$ cat config.mk
export PLATFORM = sky130hd
export DESIGN_NAME = alu_seq
export DESIGN_NICKNAME = d
export VERILOG_FILES = /design/src/rtl/alu_seq.sv
export SDC_FILE = /design/constraint.sdc
export NUM_CORES = 1
export LEC_CHECK = 0
export CORE_MARGIN = 4
export CORE_UTILIZATION = 25
export DETAILED_ROUTE_END_ITERATION = 8
export GPL_TIMING_DRIVEN = 0
export SLEW_MARGIN = 10
export SYNTH_ARGS = -nofsm -noshare
export SYNTH_HDL_FRONTEND = slang
export SYNTH_SLANG_ARGS = --single-unit
$ cat constraint.sdc
create_clock -name clk -period 7.92 [get_ports clk]
set_input_delay 1.98 -clock clk [delete_from_list [all_inputs] [get_ports clk]]
set_output_delay 1.98 -clock clk [all_outputs]
set_load 0.03 [all_outputs]
$ cat src/rtl/alu_seq.sv
// alu_seq: handshaked, registered Beta ALU with iterative signed MUL and DIV.
//
// Single-cycle ops (compare, ADD/SUB, boolean, shift, illegal codes) are
// registered at the accept edge. MUL takes WIDTH shift-add iterations and
// DIV takes WIDTH restoring-division iterations plus one sign-fix cycle.
//
// Ports:
//   clk, rst            clock, asynchronous active-high reset
//   in_valid/in_ready   request handshake; fn, a, b captured at accept
//   fn                  6-bit Beta function code
//   a, b                operands
//   out_valid/out_ready result handshake
//   y                   result
//   out_dz              result came from DIV with b==0
//   out_illegal         fn was an unsupported code
//   busy                MUL/DIV iteration in progress
module alu_seq #(
  parameter int unsigned WIDTH   = 32,
  parameter int unsigned SHAMT_W = $clog2(WIDTH)
) (
  input  logic             clk,
  input  logic             rst,
  input  logic             in_valid,
  output logic             in_ready,
  input  logic [5:0]       fn,
  input  logic [WIDTH-1:0] a,
  input  logic [WIDTH-1:0] b,
  output logic             out_valid,
  input  logic             out_ready,
  output logic [WIDTH-1:0] y,
  output logic             out_dz,
  output logic             out_illegal,
  output logic             busy
);

  localparam int unsigned CNT_W = $clog2(WIDTH) + 1;
  localparam logic [CNT_W-1:0] MUL_LAST = CNT_W'(WIDTH - 1);
  localparam logic [CNT_W-1:0] DIV_LAST = CNT_W'(WIDTH);

  typedef enum logic [1:0] {
    IDLE = 2'd0,
    MUL  = 2'd1,
    DIV  = 2'd2
  } state_t;

  state_t state_q, state_d;

  logic [WIDTH-1:0] y_q;
  logic             out_valid_q;
  logic             out_dz_q;
  logic             out_illegal_q;
  logic [CNT_W-1:0] cnt_q;

  // MUL working registers
  logic [WIDTH-1:0] mcand_q;
  logic [WIDTH-1:0] mplier_q;
  logic [WIDTH-1:0] acc_q;

  // DIV working registers (magnitudes; sign applied in the final cycle)
  logic [WIDTH-1:0] quo_q;
  logic [WIDTH-1:0] dvsr_q;
  logic [WIDTH-1:0] rem_q;
  logic             q_neg_q;
  logic             dz_q;

  logic accept;

  // ---------------- single-cycle decode ----------------
  logic [WIDTH-1:0]   res;
  logic               illegal;
  logic               start_mul;
  logic               start_div;
  logic [WIDTH-1:0]   diff;
  logic               zero;
  logic               neg;
  logic               ov;
  logic               lt;
  logic [3:0]         tt;
  logic [SHAMT_W-1:0] shamt;
  logic [WIDTH-1:0]   sra;

  always_comb begin
    res       = '0;
    illegal   = 1'b0;
    start_mul = 1'b0;
    start_div = 1'b0;
    diff      = a - b;
    zero      = (diff == '0);
    neg       = diff[WIDTH-1];
    // signed overflow of a-b: operand signs differ and result sign differs from a
    ov        = (a[WIDTH-1] != b[WIDTH-1]) && (diff[WIDTH-1] != a[WIDTH-1]);
    lt        = neg ^ ov;
    tt        = fn[3:0];
    shamt     = b[SHAMT_W-1:0];
    sra       = $unsigned($signed(a) >>> shamt);
    unique case (fn[5:4])
      2'b00: begin
        unique case (fn[2:1])
          2'b01:   res[0] = zero;
          2'b10:   res[0] = lt;
          2'b11:   res[0] = zero | lt;
          default: illegal = 1'b1;
        endcase
      end
      2'b01: begin
        unique case (fn[1:0])
          2'b00:   res = a + b;
          2'b01:   res = diff;
          2'b10:   start_mul = 1'b1;
          default: start_div = 1'b1;
        endcase
      end
      2'b10: begin
        for (int unsigned i = 0; i < WIDTH; i++) begin
          res[i] = tt[{b[i], a[i]}];
        end
      end
      default: begin
        unique case (fn[1:0])
          2'b00:   res = a << shamt;
          2'b01:   res = a >> shamt;
          2'b11:   res = sra;
          default: illegal = 1'b1;
        endcase
      end
    endcase
  end

  // ---------------- iteration datapath ----------------
  logic [WIDTH-1:0] acc_next;
  logic [WIDTH:0]   rem_sh;
  logic [WIDTH:0]   rem_sub;
  logic             take;
  logic [WIDTH-1:0] a_mag;
  logic [WIDTH-1:0] b_mag;

  always_comb begin
    acc_next = acc_q + (mplier_q[0] ? mcand_q : '0);
    rem_sh   = {rem_q, quo_q[WIDTH-1]};
    rem_sub  = rem_sh - {1'b0, dvsr_q};
    // no borrow out of the (WIDTH+1)-bit subtract means rem_sh >= divisor
    take     = !rem_sub[WIDTH];
    a_mag    = a[WIDTH-1] ? (~a + WIDTH'(1)) : a;
    b_mag    = b[WIDTH-1] ? (~b + WIDTH'(1)) : b;
  end

  // ---------------- FSM ----------------
  always_ff @(posedge clk or posedge rst) begin
    if (rst) state_q <= IDLE;
    else     state_q <= state_d;
  end

  always_comb begin
    state_d  = state_q;
    in_ready = 1'b0;
    busy     = 1'b0;
    accept   = 1'b0;
    unique case (state_q)
      IDLE: begin
        in_ready = !out_valid_q || out_ready;
        accept   = in_valid && in_ready;
        if (accept && start_mul)      state_d = MUL;
        else if (accept && start_div) state_d = DIV;
      end
      MUL: begin
        busy = 1'b1;
        if (cnt_q == MUL_LAST) state_d = IDLE;
      end
      DIV: begin
        busy = 1'b1;
        if (cnt_q == DIV_LAST) state_d = IDLE;
      end
      default: state_d = IDLE;
    endcase
  end

  always_ff @(posedge clk or posedge rst) begin
    if (rst) begin
      y_q           <= '0;
      out_valid_q   <= 1'b0;
      out_dz_q      <= 1'b0;
      out_illegal_q <= 1'b0;
      cnt_q         <= '0;
      mcand_q       <= '0;
      mplier_q      <= '0;
      acc_q         <= '0;
      quo_q         <= '0;
      dvsr_q        <= '0;
      rem_q         <= '0;
      q_neg_q       <= 1'b0;
      dz_q          <= 1'b0;
    end else begin
      // Later assignments (new single-cycle result, MUL/DIV completion)
      // override this consume-clear on the same edge.
      if (out_valid_q && out_ready) out_valid_q <= 1'b0;

      if (accept) begin
        cnt_q <= '0;
        if (start_mul) begin
          mcand_q  <= a;
          mplier_q <= b;
          acc_q    <= '0;
        end else if (start_div) begin
          quo_q   <= a_mag;
          dvsr_q  <= b_mag;
          rem_q   <= '0;
          q_neg_q <= a[WIDTH-1] ^ b[WIDTH-1];
          dz_q    <= (b == '0);
        end else begin
          y_q           <= res;
          out_valid_q   <= 1'b1;
          out_dz_q      <= 1'b0;
          out_illegal_q <= illegal;
        end
      end

      if (state_q == MUL) begin
        acc_q    <= acc_next;
        mcand_q  <= mcand_q << 1;
        mplier_q <= mplier_q >> 1;
        cnt_q    <= cnt_q + CNT_W'(1);
        if (cnt_q == MUL_LAST) begin
          y_q           <= acc_next;
          out_valid_q   <= 1'b1;
          out_dz_q      <= 1'b0;
          out_illegal_q <= 1'b0;
        end
      end

      if (state_q == DIV) begin
        cnt_q <= cnt_q + CNT_W'(1);
        if (cnt_q == DIV_LAST) begin
          // sign-fix cycle; negating the most-negative magnitude wraps to itself
          y_q           <= dz_q ? '1 : (q_neg_q ? (~quo_q + WIDTH'(1)) : quo_q);
          out_valid_q   <= 1'b1;
          out_dz_q      <= dz_q;
          out_illegal_q <= 1'b0;
        end else begin
          quo_q <= {quo_q[WIDTH-2:0], take};
          rem_q <= take ? rem_sub[WIDTH-1:0] : rem_sh[WIDTH-1:0];
        end
      end
    end
  end

  assign y           = y_q;
  assign out_valid   = out_valid_q;
  assign out_dz      = out_dz_q;
  assign out_illegal = out_illegal_q;

endmodule

==> impl_metrics.yaml <==
status:
  status: "finished, violations left"
  violations: "capacitance limit, slew limit"
final_layout:
  final_common_cell: "o21ai_0"
  drive_gt1_frac: 0.07358
  fillers: 10440
  layout.nets: 3438
  final_util: 0.2956
  final_cell_mix: "o21ai_0 (367), nand2_1 (363), nor2_1 (240)"
  areaGrowthSynthToFinish_pct: 17.19
die:
  die_h_um: 320.6
  core.rowCount: 114
  core_area_mm2: 0.09685
  die_area_mm2: 0.1028
  die_w_um: 320.6
  io_pins: 111
  start_util: 0.2523
synthesis:
  synth_top_flop_cell: "dfrtp_1"
  synth_top_family_by_area: "compound AO/OA/AOI/OAI gates"
  synth_cell_types: 86
  avgSynthCellArea_um2: 7.943
  syn_inst: 3076
  synth_area_leader_cell: "dfrtp_1"
  async_reset_ff_frac: 1.000
  synth_seq_cells: 237
  synth-xor-area-share: 0.06739
  synthMuxAreaShare: 0.1424
  synth_fa_ha_area_frac: 0.07323
  ys_seq_area_frac: 0.2427
  synth-compound-area-share: 0.2414
  synthTopCellsByArea: "dfrtp_1 (24%), o21ai_0 (7.5%), mux4_2 (7.3%)"
  synth_edf_count: 0
  yosys.area.top_type_share: 0.2427
  syn-num-nets: 3290
  yosys.area_share.simple: 0.1764
  synth.cell_area_mm2: 0.02443
  yosysWarnings: 0
critical_path:
  worstPathCellList: "clkdlybuf4s50_1 -> ha_4 -> nand3_1 -> or3_1 -> a21oi_4 -> nor2_4 -> o21a_4 -> nand2_1 -> a21oi_1 -> o21bai_1 -> a21oi_2 -> fa_1 -> nand4b_1 -> a31oi_1 -> nand4_1 -> nor4_4 -> o2111ai_1 -> or4_1 -> or4_4 -> nor4_4 -> nand4_1 -> o41ai_2"
  path_max_fanout: 10
  reg2reg_to: "y[16]"
  startpoint: "a[18]"
  rrSetupSlack_ns: 2.81
  cp-start-kind: "primary input"
  crit_required_ns: 8.37
  crit_end: "y[0]"
  end_kind: "flop"
  cp.arrival_ns: 8.32
  slowest_stage: "clkdlybuf4s50_1"
  reg2regPathDepth: 13
  worstSetupPathType: "in -> reg"
  r2r_start: "mplier_q[0]"
  cp_slowest_stage_delay_ns: 0.80
timing:
  tightest_slew_ns: 1.577
  max_freq_ghz: 0.1270
  setup_viol: 0
  hold_violations: 0
  slew_violations: 5
  fin_worst_skew_ns: 0.07076
  max_slew_margin: -0.06080
  fin_crit_ns: 7.875
  final.period_utilization: 0.9943
  rsz0062_at_grt: "no"
place:
  gp_congestion: 1.073
  io_buffers: 110
  dp_hpwl_mm: 100.5
clock_tree:
  h-tree-depth: 1
  clkSlewWorstSetupHoldPaths_ns: 0.06
  cts_tree: "yes"
  clk_latency_ns: 0.63
  cts_sinks: 237
  cts-buffers-inserted: 30
  cts_buffer_depth: 3
  cts-root-buf: "clkbuf_16"
routing:
  post_drt_wl_per_cell_um: 28.13
  num_vias: 26350
  wirelength_mm: 127.4
  dr.pass1.iters: 6
  avgViaCountPerCell: 5.820
  detail-route-antenna-nets: 0
  route.detailed.drc: 0
  initialDrtViolationCount: 3594
grt:
  grt_usage: 0.2382
  grt_pass1_wl_mm: 180.2
  antenna_found_initial: 9
  grt_pass1_vias: 24910
  grt-ovfl-total: 0
  grt_start_max_net_pins: 37
min_path:
  min_path_type: "reg -> reg"
power_and_ir_drop:
  p_per_area_mw_per_mm2: 326.6
  report.power.total_uw: 9352
  p_leak_uw: 0.01163
  vdd_drop_max_mv: 0.1670
run:
  maxCapViolCount: 1
[worst min path at each step]
stage / depth (start not counted) / end / from
after floorplan: 2 / dvsr_q[31] / dvsr_q[31]
final: 2 / mplier_q[26] / mplier_q[27]
after global routing: 2 / mplier_q[26] / mplier_q[27]
after detailed placement: 2 / dvsr_q[6] / dvsr_q[6]
after CTS: 2 / mplier_q[26] / mplier_q[27]
after global placement: 2 / mplier_q[2] / mplier_q[3]
[critical path, delay by kind of cell]
kind                     cells  cell delay (ns)
AND/OR/NAND/NOR             11             2.83
AO/OA/AOI/OAI                8             1.54
adder cells (fa/ha/maj)      2             1.15
buffers and inverters        1             0.80
[logic make-up (layout without fill, tap and decap cells)]
group / after synthesis / count (layout)
compound gates: 957 / 957
xor+xnor: 188 / 188
fa+ha+maj: 140 / 140
buf+inv: 366 / 538
flops: 237 / 237
mux: 248 / 248
other cells: 0 / 4
simple gates: 940 / 940
[cell usage after synthesis (15+ instances only)]
cell type and number:
nor2_1 241, xor2_1 68, nor3_1 45, nand4_1 18, o211ai_1 17, mux4_2 79
a22oi_1 16, a21o_1 35, dfrtp_1 237, or4_1 18, a31oi_1 43, o21a_1 20
inv_1 126, o31ai_1 44, nand2b_1 33, or3_1 22, nor2b_1 29, o21ai_0 367
xnor2_1 120, o21bai_1 21, a21oi_1 209, and2_1 41, buf_1 27, a211oi_1 31
clkbuf_1 203, nor4_1 17, ha_1 135, a221oi_1 15, nand2_1 363, and3_1 16
mux2i_1 163, nand3_1 69, o41ai_1 16
[cell type report]
class / instances / area, um2 / area share
multi-input combinational: 2473 / 17290 / 0.6039
sequential: 237 / 5931 / 0.2071
tap: 1276 / 1597 / 0.05576
timing repair buffer: 131 / 1335 / 0.04662
buffer: 221 / 914.6 / 0.03194
clock buffer: 41 / 872.1 / 0.03046
inverter: 130 / 508.0 / 0.01774
clock inverter: 15 / 173.9 / 0.006074
antenna: 4 / 10.01 / 0.0003496
[registers in the layout, summed over array words and instances (netlist names)]
register     cells
acc_q           32
q_neg_q          1
dvsr_q          32
out_dz           1
cnt_q            6
mplier_q        32
dz_q             1
out_valid        1
quo_q           32
rem_q           32
state_q          2
y               32
out_illegal      1
mcand_q         32
[routing by layer]
metal | GRT usage | wire length (um) | vias to the layer above
met4 | 0.1091 | 7146 | 6
met5 | 0 | 46 | -
li1 | - | - | 11480
met2 | 0.3492 | 51920 | 1660
met1 | 0.3251 | 53490 | 12870
met3 | 0.06581 | 14790 | 345
[repair_timing]
action                                 in CTS  in global routing
hold buffers                                0                  0
setup endpoints to repair                  11                  1
endpoints found under the hold margin       0                  0
pin swaps                                  12                 10
buffers inserted                           10                  3
resized for setup                         119                  8
[per-stage QoR]
stage	instances	hold WS [ns]	worst slack (ns)	TNS [ns]	cell area, um2
3_5_place_dp	4470	0.4708	-3.831	-17.05	27280
6_report	4528	0.4568	0.04531	0	28630
2_1_floorplan	3076	0.4432	0.2580	0	24440
3_3_place_gp	4462	0.4632	-4.118	-21.48	27130
4_1_cts	4523	0.4606	0.001185	0	28590
5_1_grt	4524	0.4846	0.01198	0	28620
[power breakdown]
group          internal, uW  total [uW]  switching, uW
registers              1760        2300            539
clock network           868        1470            602
logic                  2050        5580           3530
Power figures use the tool's default switching activity.
